==> config.mk <==
export PLATFORM = sky130hd
export DESIGN_NAME = axis_upsizer_pkt
export DESIGN_NICKNAME = d
export VERILOG_FILES = /design/src/rtl/axis_pkg.sv /design/src/rtl/axis_out_reg.sv /design/src/rtl/axis_upsizer_pkt.sv
export SDC_FILE = /design/constraint.sdc
export NUM_CORES = 1
export LEC_CHECK = 0
export CORE_MARGIN = 3
export CORE_UTILIZATION = 43
export DETAILED_ROUTE_END_ITERATION = 8
export MAX_ROUTING_LAYER = met4
export PLACE_DENSITY = 0.72
export SLEW_MARGIN = 25
export SYNTH_ARGS = -nofsm -noshare
export SYNTH_HDL_FRONTEND = slang
export SYNTH_SLANG_ARGS = --single-unit
==> constraint.sdc <==
create_clock -name aclk -period 3.39 [get_ports aclk]
set_input_delay 0.678 -clock aclk [delete_from_list [all_inputs] [get_ports aclk]]
set_output_delay 0.678 -clock aclk [all_outputs]
set_load 0.05 [all_outputs]
==> src/rtl/axis_pkg.sv <==
// Shared AXI4-Stream helpers: lane-index and keep-width sizing plus the
// holding-register state type used by the width converters.
package axis_pkg;

    // Bits needed to index RATIO lanes; never narrower than one bit.
    function automatic int lane_idx_w(input int ratio);
        return (ratio > 1) ? $clog2(ratio) : 1;
    endfunction

    // Byte-enable width for a data bus of the given bit width.
    function automatic int keep_w(input int width);
        return width / 8;
    endfunction

    // Output holding register occupancy.
    typedef enum logic {
        OUT_EMPTY = 1'b0,
        OUT_FULL  = 1'b1
    } out_state_t;

endpackage

==> src/rtl/axis_out_reg.sv <==
// Single-entry AXI4-Stream output holding register. Loads a complete word,
// presents it until the consumer takes it, and accepts a reload in the same
// cycle the current word drains. The occupancy state is exported on o_state.
module axis_out_reg
    import axis_pkg::*;
#(
    parameter int DATA_W = 128
) (
    input  logic                      aclk,
    input  logic                      aresetn,
    input  logic                      i_load,
    input  logic [DATA_W-1:0]         i_data,
    input  logic [keep_w(DATA_W)-1:0] i_keep,
    input  logic                      i_last,
    input  logic                      i_ready,
    output logic                      o_valid,
    output logic [DATA_W-1:0]         o_data,
    output logic [keep_w(DATA_W)-1:0] o_keep,
    output logic                      o_last,
    output out_state_t                o_state
);

    localparam int KEEP_W = keep_w(DATA_W);

    out_state_t          r_state;
    logic                r_valid;
    logic [DATA_W-1:0]   r_data;
    logic [KEEP_W-1:0]   r_keep;
    logic                r_last;

    // Occupancy FSM with registered outputs; the caller only raises i_load
    // when the register is empty or draining this cycle.
    always_ff @(posedge aclk) begin
        if (!aresetn) begin
            r_state <= OUT_EMPTY;
            r_valid <= 1'b0;
            r_data  <= '0;
            r_keep  <= '0;
            r_last  <= 1'b0;
        end else begin
            case (r_state)
                OUT_EMPTY: begin
                    if (i_load) begin
                        r_state <= OUT_FULL;
                        r_valid <= 1'b1;
                        r_data  <= i_data;
                        r_keep  <= i_keep;
                        r_last  <= i_last;
                    end
                end
                OUT_FULL: begin
                    if (i_ready) begin
                        if (i_load) begin
                            r_data <= i_data;
                            r_keep <= i_keep;
                            r_last <= i_last;
                        end else begin
                            r_state <= OUT_EMPTY;
                            r_valid <= 1'b0;
                        end
                    end
                end
                default: begin
                    r_state <= OUT_EMPTY;
                    r_valid <= 1'b0;
                end
            endcase
        end
    end

    assign o_valid = r_valid;
    assign o_data  = r_data;
    assign o_keep  = r_keep;
    assign o_last  = r_last;
    assign o_state = r_state;

endmodule

==> src/rtl/axis_upsizer_pkt.sv <==
// Packet-aware AXI4-Stream upsizer: packs RATIO narrow beats little-endian
// into one wide beat, flushing a partial word with zeroed upper lanes on tlast.
//
// Handshake: a beat transfers on a rising edge where tvalid and tready are
// both high; a source keeps tvalid and its payload stable until it transfers,
// and tready here never waits on tvalid.
module axis_upsizer_pkt
    import axis_pkg::*;
#(
    parameter int S_WIDTH = 32,
    parameter int RATIO   = 4
) (
    input  logic                               aclk,
    input  logic                               aresetn,
    input  logic                               s_axis_tvalid,
    output logic                               s_axis_tready,
    input  logic [S_WIDTH-1:0]                 s_axis_tdata,
    input  logic [keep_w(S_WIDTH)-1:0]         s_axis_tkeep,
    input  logic                               s_axis_tlast,
    output logic                               m_axis_tvalid,
    input  logic                               m_axis_tready,
    output logic [S_WIDTH*RATIO-1:0]           m_axis_tdata,
    output logic [keep_w(S_WIDTH*RATIO)-1:0]   m_axis_tkeep,
    output logic                               m_axis_tlast
);

    localparam int M_WIDTH = S_WIDTH * RATIO;
    localparam int S_KEEP  = keep_w(S_WIDTH);
    localparam int M_KEEP  = keep_w(M_WIDTH);
    localparam int LANE_W  = lane_idx_w(RATIO);

    logic [M_WIDTH-1:0] r_acc_data;
    logic [M_KEEP-1:0]  r_acc_keep;
    logic [LANE_W-1:0]  r_lane;

    logic               w_accept;
    logic               w_complete;
    logic               w_last_lane;
    logic [M_WIDTH-1:0] w_word_data;
    logic [M_KEEP-1:0]  w_word_keep;
    out_state_t         w_out_state;

    // Input stalls only while a wide word is held and not being taken.
    assign s_axis_tready = (w_out_state == OUT_EMPTY) || m_axis_tready;
    assign w_accept      = s_axis_tvalid && s_axis_tready;
    assign w_last_lane   = (r_lane == LANE_W'(RATIO - 1));
    assign w_complete    = w_accept && (w_last_lane || s_axis_tlast);

    // Working word: filled lanes from the accumulator, the live beat in the
    // current lane, and zero data/keep above it.
    always_comb begin
        w_word_data = '0;
        w_word_keep = '0;
        for (int i = 0; i < RATIO; i++) begin
            if (LANE_W'(i) < r_lane) begin
                w_word_data[i*S_WIDTH +: S_WIDTH] = r_acc_data[i*S_WIDTH +: S_WIDTH];
                w_word_keep[i*S_KEEP  +: S_KEEP]  = r_acc_keep[i*S_KEEP  +: S_KEEP];
            end else if (LANE_W'(i) == r_lane) begin
                w_word_data[i*S_WIDTH +: S_WIDTH] = s_axis_tdata;
                w_word_keep[i*S_KEEP  +: S_KEEP]  = s_axis_tkeep;
            end
        end
    end

    // Accumulate non-completing beats; a completing beat restarts at lane 0.
    always_ff @(posedge aclk) begin
        if (!aresetn) begin
            r_acc_data <= '0;
            r_acc_keep <= '0;
            r_lane     <= '0;
        end else if (w_accept) begin
            if (w_complete) begin
                r_acc_keep <= '0;
                r_lane     <= '0;
            end else begin
                for (int i = 0; i < RATIO; i++) begin
                    if (LANE_W'(i) == r_lane) begin
                        r_acc_data[i*S_WIDTH +: S_WIDTH] <= s_axis_tdata;
                        r_acc_keep[i*S_KEEP  +: S_KEEP]  <= s_axis_tkeep;
                    end
                end
                r_lane <= r_lane + LANE_W'(1);
            end
        end
    end

    axis_out_reg #(
        .DATA_W (M_WIDTH)
    ) u_out_reg (
        .aclk    (aclk),
        .aresetn (aresetn),
        .i_load  (w_complete),
        .i_data  (w_word_data),
        .i_keep  (w_word_keep),
        .i_last  (s_axis_tlast),
        .i_ready (m_axis_tready),
        .o_valid (m_axis_tvalid),
        .o_data  (m_axis_tdata),
        .o_keep  (m_axis_tkeep),
        .o_last  (m_axis_tlast),
        .o_state (w_out_state)
    );

endmodule

# After elaboration in Yosys (flattened, before gate mapping)
# Index checks and enable logic that the tools add are counted.
# classes
multipliers	0
eq_ne	7
n_bitwise	2
muxes	38
order_cmp	4
n_reduce_logical	18
n_div	0
shift	0
addsub	1
# ops
op	n
128-bit 2-to-1 mux	2
32-bit 2-to-1 mux	8
128-bit case mux with 2 select lines	1
16-bit 2-to-1 mux	3
4-bit 2-to-1 mux	12
16-bit case mux with 2 select lines	1
3-bit AND reduction	5
2-bit AND reduction	4
2-bit nonzero test	4
1-bit 2-to-1 mux	7
1-bit case mux with 2 select lines	3
2-bit == test (first input constant)	2
1-bit by 2-bit less-than comparator with 1-bit output (first input constant)	2
2-bit less-than comparator (first input constant)	2
2-bit inequality test (second input constant)	2
2-bit by 1-bit adder with 2-bit output (second input constant)	1
1-bit by 2-bit == test with 1-bit output (first input constant)	1
2-bit == test (second input constant)	1
1-bit logical AND	2
2-bit logical NOT	1
1-bit logical OR	2
2-bit 2-to-1 mux	1
2-bit by 1-bit inequality test with 1-bit output (second input constant)	1
1-bit NOT	2
# word_totals
elab_cells	84
ff_bits	293
in_bits	41
mem_bits_ro	0
ramBits	0
n_memories	0
latch_bits	0
output_inout_bits	147

# Logic depth before layout (Yosys ltp)
# Gate-level depths: netlist (run 1).
# depth
ltp_word	7
depth_mapped	8
mapped_depth_nobuf	5

# Hierarchy
# A second synthesis (run 1) with hierarchy kept.
# unflattened
cells_unflattened	1374
hier_area_um2	11662.4
# modules_own_cells
module	instances	cells_each	seq_area_each_um2	area_each_um2
axis_upsizer_pkt	1	736	2202.1	5839.4
axis_out_reg	1	638	2942.8	5823.1

# Worst setup path after synthesis (run 1)
# No wires, ideal clock.
# synth_timing
path_kind	reg-to-reg
start	reg r_lane[1]
end	reg u_out_reg.r_data[10], in the netlist u_out_reg.o_data[10]
arrival_time_ns	1.872
stages_incl_launch_ff	9
path_buffers	4
slack_ns	1.371
required_time_ns	3.244
setup_time_ns	0.146
period_less_slack_ns	2.019
cell_sequence	dfxtp_1 buf_2 inv_2 clkbuf_1 ha_1 buf_4 buf_2 mux2i_1 a211oi_2
# synth_between
elab_chain_len	6
word_cells_on_any_way	10
classes_between	1 x order compare; 1 x eq/ne; 5 x mux; 3 x reduce/logical
# synth_rtl
item	line	text
start: declaration	axis_upsizer_pkt.sv:34	logic [LANE_W-1:0] r_lane;
start signal: assignment	axis_upsizer_pkt.sv:82	r_lane <= r_lane + LANE_W'(1);
2-bit logical NOT or 2-bit == test (tied branches)	axis_upsizer_pkt.sv:58, axis_upsizer_pkt.sv:46	
32-bit 2-to-1 mux or 1-bit logical OR (tied branches)	axis_upsizer_pkt.sv:58, axis_upsizer_pkt.sv:47	
32-bit 2-to-1 mux or 1-bit logical AND (tied branches)	axis_upsizer_pkt.sv:55, axis_upsizer_pkt.sv:47	
128-bit 2-to-1 mux *	axis_out_reg.sv:43, axis_out_reg.sv:53	
128-bit 2-to-1 mux	axis_out_reg.sv:52	if (i_ready) begin
128-bit case mux with 2 select lines *	axis_out_reg.sv:41	case (r_state)
end signal: assignment	axis_out_reg.sv:46	r_data <= i_data;
end signal: assignment	axis_out_reg.sv:54	r_data <= i_data;
end: declaration	axis_out_reg.sv:27	logic [DATA_W-1:0] r_data;
# Mark *: on every way between the ends. The rest lies on a longest branch, timed or not. The select of a mux whose other input is x is not followed.
# A chain may end at the register's enable or synchronous reset.

# Worst setup path in the final report (run 1)
# layout_timing
start	reg r_lane[1]
end	reg r_acc_keep[4]
# layout_between
elab_chain_len	5
word_cells_on_any_way	7
classes_between	2 x eq/ne; 1 x mux; 4 x reduce/logical
# layout_rtl
item	line	text
2-bit == test	axis_upsizer_pkt.sv:46	assign w_last_lane = (r_lane == LANE_W'(RATIO - 1));
1-bit logical OR	axis_upsizer_pkt.sv:47	assign w_complete = w_accept && (w_last_lane || s_axis_tlast);
1-bit logical AND	axis_upsizer_pkt.sv:47	
2-bit nonzero test (no source line)	n/a	
2-bit AND reduction (no source line)	n/a	
end signal: indexed assignment	axis_upsizer_pkt.sv:79	r_acc_keep[i*S_KEEP +: S_KEEP] <= s_axis_tkeep;
end: declaration	axis_upsizer_pkt.sv:33	logic [M_KEEP-1:0] r_acc_keep;
# Several ways; a longest one is shown, not always the timed one.

==> results.py, run 1 <==
metrics = {
    "setup_path": {
        "timing.rr.start": "r_lane[1]$_SDFFE_PN0P_",
        "crit_fanout": 41,
        "slowest_delay_ns": 0.99,
        "cp-start-kind": "register",
        "worstPathCellList": "inv_2 -> ha_2 -> nand2_1 -> o21ai_0 -> a21oi_1",
        "cp.required_ns": 3.78,
        "slowest_stage": "ha_2",
        "r2r_cells": 5,
        "arrival_ns": 3.07,
        "r2r-end": "r_acc_keep[4]$_SDFFE_PN0P_",
        "critical_path_class": "register to register",
        "worst-path-buf-inv": 1,
        "end_kind": "register",
        "reg2reg_slack_ns": 0.71,
        "cpLargestDelayFamily": "adder cells",
    },
    "grt": {
        "track_usage_pct": 23.0,
        "grt_overflow": 0,
        "antenna_found_initial": 0,
        "grt_pass1_wl_um": 48800,
        "grt_max_degree": 83,
        "grt_pass1_vias": 8690,
    },
    "clock_network": {
        "holdBufCountCts": 0,
        "clockBufferDepth": 3,
        "cts_made_buffers": 27,
        "clk_pin_slew_worst_paths_ns": 0.06,
        "post-cts-setup-buffers": 0,
        "cts_num_sinks": 257,
        "cts_tree": "built",
        "ctsRootBufferMaster": "clkbuf_16",
        "clk_latency_ns": 0.52,
        "cts_resized": 0,
        "htreeDepth": 1,
    },
    "yosys": {
        "syn_inst": 1096,
        "seq_area_frac_synth_pct": 47.6,
        "synth_edf_count": 0,
        "syn_avg_cell_area_sq_um": 9.87,
        "synth_cell_types": 38,
        "synthFlopType": "dfxtp_1",
        "ys_warn_count": 0,
        "syn_area_sq_um": 10800,
        "async_flop_share_pct": 0,
        "synth_seq_cells": 257,
        "syn_nets": 1142,
    },
    "drt": {
        "drtIter0Drc": 682,
        "vias": 8887,
        "post-route-drc-count": 0,
        "viasPerCell": 5.64,
        "dr.pass1.iters": 5,
        "totalWireLength_um": 30800,
        "wl_per_cell_um": 19.6,
        "antenna_left": 0,
    },
    "finish": {
        "layout-drive-gt1-share_pct": 9.91,
        "postLayoutCoreUtil_pct": 55.9,
        "nets": 1278,
        "antenna_cells": 0,
        "syn_to_final_growth_pct": 26.7,
    },
    "floorplanning": {
        "start_util_pct": 44.1,
        "io_pins": 188,
        "dieHeight_um": 165,
        "rows": 57,
        "dieWidth_um": 165,
        "die-area_sq_um": 27100,
        "core_sq_um": 24500,
    },
    "timing": {
        "final_max_slew_viol_count": 0,
        "period_minus_slack_ns": 2.68,
        "tightest_slew_ns": 0.991,
        "setup_viol": 0,
        "relSlewSlack_pct": 33.9,
        "rsz0062_at_grt": "no",
        "finalHoldViolations": 0,
        "fin_crit_sh_pct": 79.1,
        "fin_setup_tns_ns": 0,
        "max_freq_ghz": 0.373,
        "finalClockSkew_ns": 0.0167,
    },
    "flow_run": {
        "cap_violations": 0,
    },
    "pwr": {
        "powerDensity_nw_per_um2": 514,
        "finalPower_uw": 7050,
        "p_leak_uw": 0.00558,
        "peakVddDrop_mv": 0.292,
    },
    "worst_hold_path": {
        "min_delay_worst_endpoint": "r_acc_data[42]$_SDFFE_PN0P_",
        "worstHoldStart": "r_acc_data[42]$_SDFFE_PN0P_",
        "hp-class": "register to register",
        "hold_depth": 2,
    },
    "status": {
        "status": "completed",
    },
    "place": {
        "place.port_buffers": 187,
        "finalWeightedCongestion": 0.772,
        "dpl.hpwl_um": 19700,
    },
}
[cells in the mapped netlist, types with 2 or more instances]
| library cell | count | area, sq um |
|---|---|---|
| buf_1 | 4 | 15.0 |
| a21oi_1 | 80 | 400 |
| ha_1 | 5 | 62.6 |
| buf_2 | 21 | 105 |
| inv_1 | 3 | 11.3 |
| o21ai_1 | 34 | 170 |
| a31oi_1 | 37 | 231 |
| a211oi_1 | 6 | 45.0 |
| and2_1 | 36 | 225 |
| buf_4 | 10 | 75.1 |
| inv_2 | 3 | 11.3 |
| o22ai_1 | 8 | 50.1 |
| mux2i_1 | 132 | 1320 |
| o211ai_1 | 72 | 541 |
| buf_6 | 19 | 214 |
| o21ai_0 | 45 | 225 |
| a22o_1 | 36 | 315 |
| nand2_1 | 143 | 537 |
| nor3_1 | 3 | 15.0 |
| and3b_1 | 36 | 315 |
| nand4_1 | 7 | 43.8 |
| dfxtp_1 | 257 | 5140 |
| nor2_2 | 2 | 12.5 |
| clkbuf_1 | 54 | 203 |
| a211oi_2 | 30 | 375 |
[sequential cells by signal, summed over array words and instances, names as in the netlist]
signal	flops
r_acc_data	96
r_acc_keep	12
u_out_reg.o_data	128
u_out_reg.o_valid	1
u_out_reg.o_last	1
r_lane	2
u_out_reg.o_state	1
u_out_reg.o_keep	16
[placed cells by master, fill, tap and decap left out, types with 2 or more instances in the layout]
master | synthesis | layout
a211oi_1 | 6 | 6
a211oi_2 | 30 | 30
a21oi_1 | 80 | 80
a22o_1 | 36 | 36
a31oi_1 | 37 | 37
and2_1 | 36 | 36
and3b_1 | 36 | 36
buf_12 | 0 | 3
buf_4 | 10 | 27
bufinv_16 | 0 | 4
clkbuf_1 | 54 | 3
clkbuf_16 | 0 | 27
clkbuf_8 | 0 | 8
clkdlybuf4s50_1 | 0 | 185
clkinv_2 | 0 | 5
dfxtp_1 | 257 | 256
ha_1 | 5 | 2
ha_2 | 0 | 3
inv_1 | 3 | 2
inv_2 | 3 | 4
mux2i_1 | 132 | 132
nand2_1 | 143 | 143
nand4_1 | 7 | 7
nor3_1 | 3 | 3
o211ai_1 | 72 | 72
o21ai_0 | 45 | 45
o21ai_1 | 34 | 34
o22ai_1 | 8 | 8
[where the power goes]
part	total, uW	internal [uW]	switching, uW
sequential	3140	3100	46.4
combinational	772	257	515
clock	3130	1930	1200
[worst reg2reg max path, stage by stage, from the launching register on]
cell and delay (ns):
dfxtp_2 0.44, inv_2 0.52, ha_2 1.01, nand2_1 0.26, o21ai_0 0.24, a21oi_1 0.09
[layout make-up]
type                    count  area (sq um)
clock buffers              38           797
well taps                 324           405
flip-flops and latches    257          5150
clock inverters            10           153
repair buffers            216          2130
fillers                  2171         10800
inverters                   6          22.5
multi-input cells         724          5050
[worst max path at each step]
stage / to / cells past startpoint / from / slack [ns]
6_report: r_acc_keep[4]$_SDFFE_PN0P_ / 5 / r_lane[1]$_SDFFE_PN0P_ / 0.71
5_1_grt: r_acc_keep[4]$_SDFFE_PN0P_ / 5 / r_lane[1]$_SDFFE_PN0P_ / 0.61
4_1_cts: s_axis_tready / 5 / m_axis_tready / 0.74
3_5_place_dp: u_out_reg.o_data[76]$_SDFFE_PN0P_ / 6 / s_axis_tvalid / 0.57
2_1_floorplan: u_out_reg.o_data[10]$_SDFFE_PN0P_ / 8 / r_lane[1]$_SDFFE_PN0P_ / 1.37
3_3_place_gp: u_out_reg.o_keep[13]$_SDFFE_PN0P_ / 5 / s_axis_tlast / 0.62
[layer usage]
layer  track usage (%)  wire [um]  up-vias
met2              36.9      14200      291
li1                  -          -     4261
met1              31.2      14200     4288
met3              2.88       1700       47
met4              5.34        662        0
met5                 -          0        -
[kinds of logic after synthesis]
family / after synthesis / share of synthesized area, %
compound gates: 353 / 22.3
fa+ha+maj: 5 / 0.578
simple gates: 234 / 11.4
mux: 132 / 12.2
buf+inv: 115 / 5.91
flops: 257 / 47.6
[metrics by stage]
step / setup WS (ns) / hold WS (ns) / cells / cell area (sq um)
global route: 0.609 / 0.479 / 1575 / 13700
CTS: 0.742 / 0.457 / 1575 / 13700
floorplan: 1.37 / 0.434 / 1096 / 10800
detailed placement: 0.575 / 0.449 / 1527 / 12800
global placement: 0.616 / 0.441 / 1527 / 12800
finish: 0.708 / 0.455 / 1575 / 13700
(Power assumes the default switching activity.)
==> run 2, diff against run 1 <==
- PLACE_DENSITY: 0.72 -> 0.75
- clock period: 3.39 -> 2.2 ns (I/O delays scaled with it)
==> results.py, run 2 (synthesized netlist as in run 1, its figures left out) <==
metrics = {
    "finish": {
        "mostFrequentLayoutCell": "dfxtp_1",
        "nets": 1293,
        "largest_register_ffs": 128,
        "syn_to_final_growth_pct": 28.6,
        "final_cell_mix": "256 x dfxtp_1, 172 x clkdlybuf4s50_1, 143 x nand2_1",
        "layout-drive-gt1-share_pct": 10.6,
        "antenna_cells": 0,
        "final_cells": 1589,
    },
    "place": {
        "dpl.hpwl_um": 19800,
        "place.port_buffers": 187,
        "finalWeightedCongestion": 0.815,
        "dp_cells": 1542,
    },
    "drt": {
        "totalWireLength_um": 30300,
        "viasPerCell": 5.63,
        "drtIter0Drc": 549,
        "antenna_left": 0,
        "wl_per_cell_um": 19.1,
        "post-route-drc-count": 0,
        "vias": 8948,
        "dr.pass1.iters": 5,
    },
    "timing": {
        "fin_crit_sh_pct": 98.9,
        "max_freq_ghz": 0.459,
        "final_max_slew_viol_count": 0,
        "hold_slack_ns": 0.261,
        "relSlewSlack_pct": 60.3,
        "fin_setup_tns_ns": 0,
        "tightest_slew_ns": 0.594,
        "rsz0062_at_grt": "no",
        "finalHoldViolations": 0,
        "setup_viol": 0,
        "finalClockSkew_ns": 0.0132,
        "period_minus_slack_ns": 2.18,
    },
    "setup_path": {
        "slowest_delay_ns": 0.83,
        "worst-path-buf-inv": 1,
        "critical_path_class": "register to output port",
        "end_kind": "output port",
        "worstPathCellList": "clkdlybuf4s50_1",
        "cpLargestDelayFamily": "buffers and inverters",
        "cp-start-kind": "register",
        "cp.required_ns": 1.76,
        "crit_fanout": 2,
        "slowest_stage": "clkdlybuf4s50_1",
        "arrival_ns": 1.74,
    },
    "floorplanning": {
        "dieWidth_um": 165,
        "core_sq_um": 24500,
        "io_pins": 188,
        "start_util_pct": 44.1,
        "dieHeight_um": 165,
        "die-area_sq_um": 27100,
        "rows": 57,
    },
    "worst_hold_path": {
        "hp-class": "primary input to register",
    },
    "grt": {
        "antenna_found_initial": 0,
        "track_usage_pct": 22.5,
        "grt_max_degree": 116,
        "grt_overflow": 0,
        "grt_pass1_wl_um": 47900,
        "grt_pass1_vias": 8856,
    },
    "clock_network": {
        "clockBufferDepth": 3,
        "holdBufCountCts": 0,
        "cts_tree": "built",
        "clk_latency_ns": 0.53,
        "ctsRootBufferMaster": "clkbuf_16",
        "htreeDepth": 1,
        "cts_made_buffers": 27,
        "cts_num_sinks": 257,
        "clk_pin_slew_worst_paths_ns": 0.06,
    },
    "pwr": {
        "finalPower_uw": 10700,
        "peakVddDrop_mv": 0.483,
        "p_leak_uw": 0.00586,
        "powerDensity_nw_per_um2": 768,
    },
    "status": {
        "status": "completed",
    },
    "flow_run": {
        "cap_violations": 0,
    },
}
## run 2: layout make-up
| class | count | area (sq um) |
|---|---|---|
| Fill cell | 2157 | 10600 |
| Sequential cell | 257 | 5150 |
| Multi-Input combinational cell | 724 | 5050 |
| Timing Repair Buffer | 231 | 2390 |
| Clock buffer | 40 | 785 |
| Tap cell | 324 | 405 |
| Clock inverter | 7 | 110 |
| Inverter | 6 | 22.5 |
## run 2: worst paths after layout
kind | from | end | slack, ns | cells past startpoint
max reg2reg | r_lane[0]$_SDFFE_PN0P_ | u_out_reg.o_data[13]$_SDFFE_PN0P_ | 0.34 | 5
min | aresetn | r_acc_data[31]$_SDFFE_PN0P_ | 0.26 | 3
max | u_out_reg.o_data[60]$_SDFFE_PN0P_ | m_axis_tdata[60] | 0.02 | 1
min reg2reg | r_acc_data[43]$_SDFFE_PN0P_ | r_acc_data[43]$_SDFFE_PN0P_ | 0.45 | 2
## run 2: what timing repair did
action | 4_1_cts | 5_1_grt
setup endpoints to repair | 4 | 9
gates resized for setup | 4 | 9
setup buffers | 0 | 0
## run 2: power by group
part           switching, uW  total, uW  internal (uW)
registers               70.3       4840           4770
logic                    798       1230            434
clock network           1820       4620           2800
total                   2690      10700           8000
## run 2: layer usage
layer / part of all wire, % / routed length (um) / global-route usage (%) / up-vias
met4: 2.9 / 877 / 6.86 / 0
met2: 46 / 13900 / 35.7 / 310
met1: 45 / 13700 / 29.9 / 4291
li1: - / - / - / 4291
met5: 0 / 0 / - / -
met3: 6.2 / 1880 / 3.19 / 56
## run 2: per-stage QoR
stage	worst slack (ns)	util [%]	cell area (sq um)
floorplan	0.181	-	10800
global placement	0.134	53.0	13000
detailed placement	0.112	53.0	13000
CTS	0.00195	56.6	13900
global route	0.00245	56.7	13900
finish	0.0234	56.7	13900
## run 2: worst reg2reg max path: stages (launching register included)
cell and delay [ns]:
dfxtp_1 0.43, ha_1 0.42, o21a_4 0.25, buf_4 0.31
a21oi_1 0.15, a211oi_2 0.21
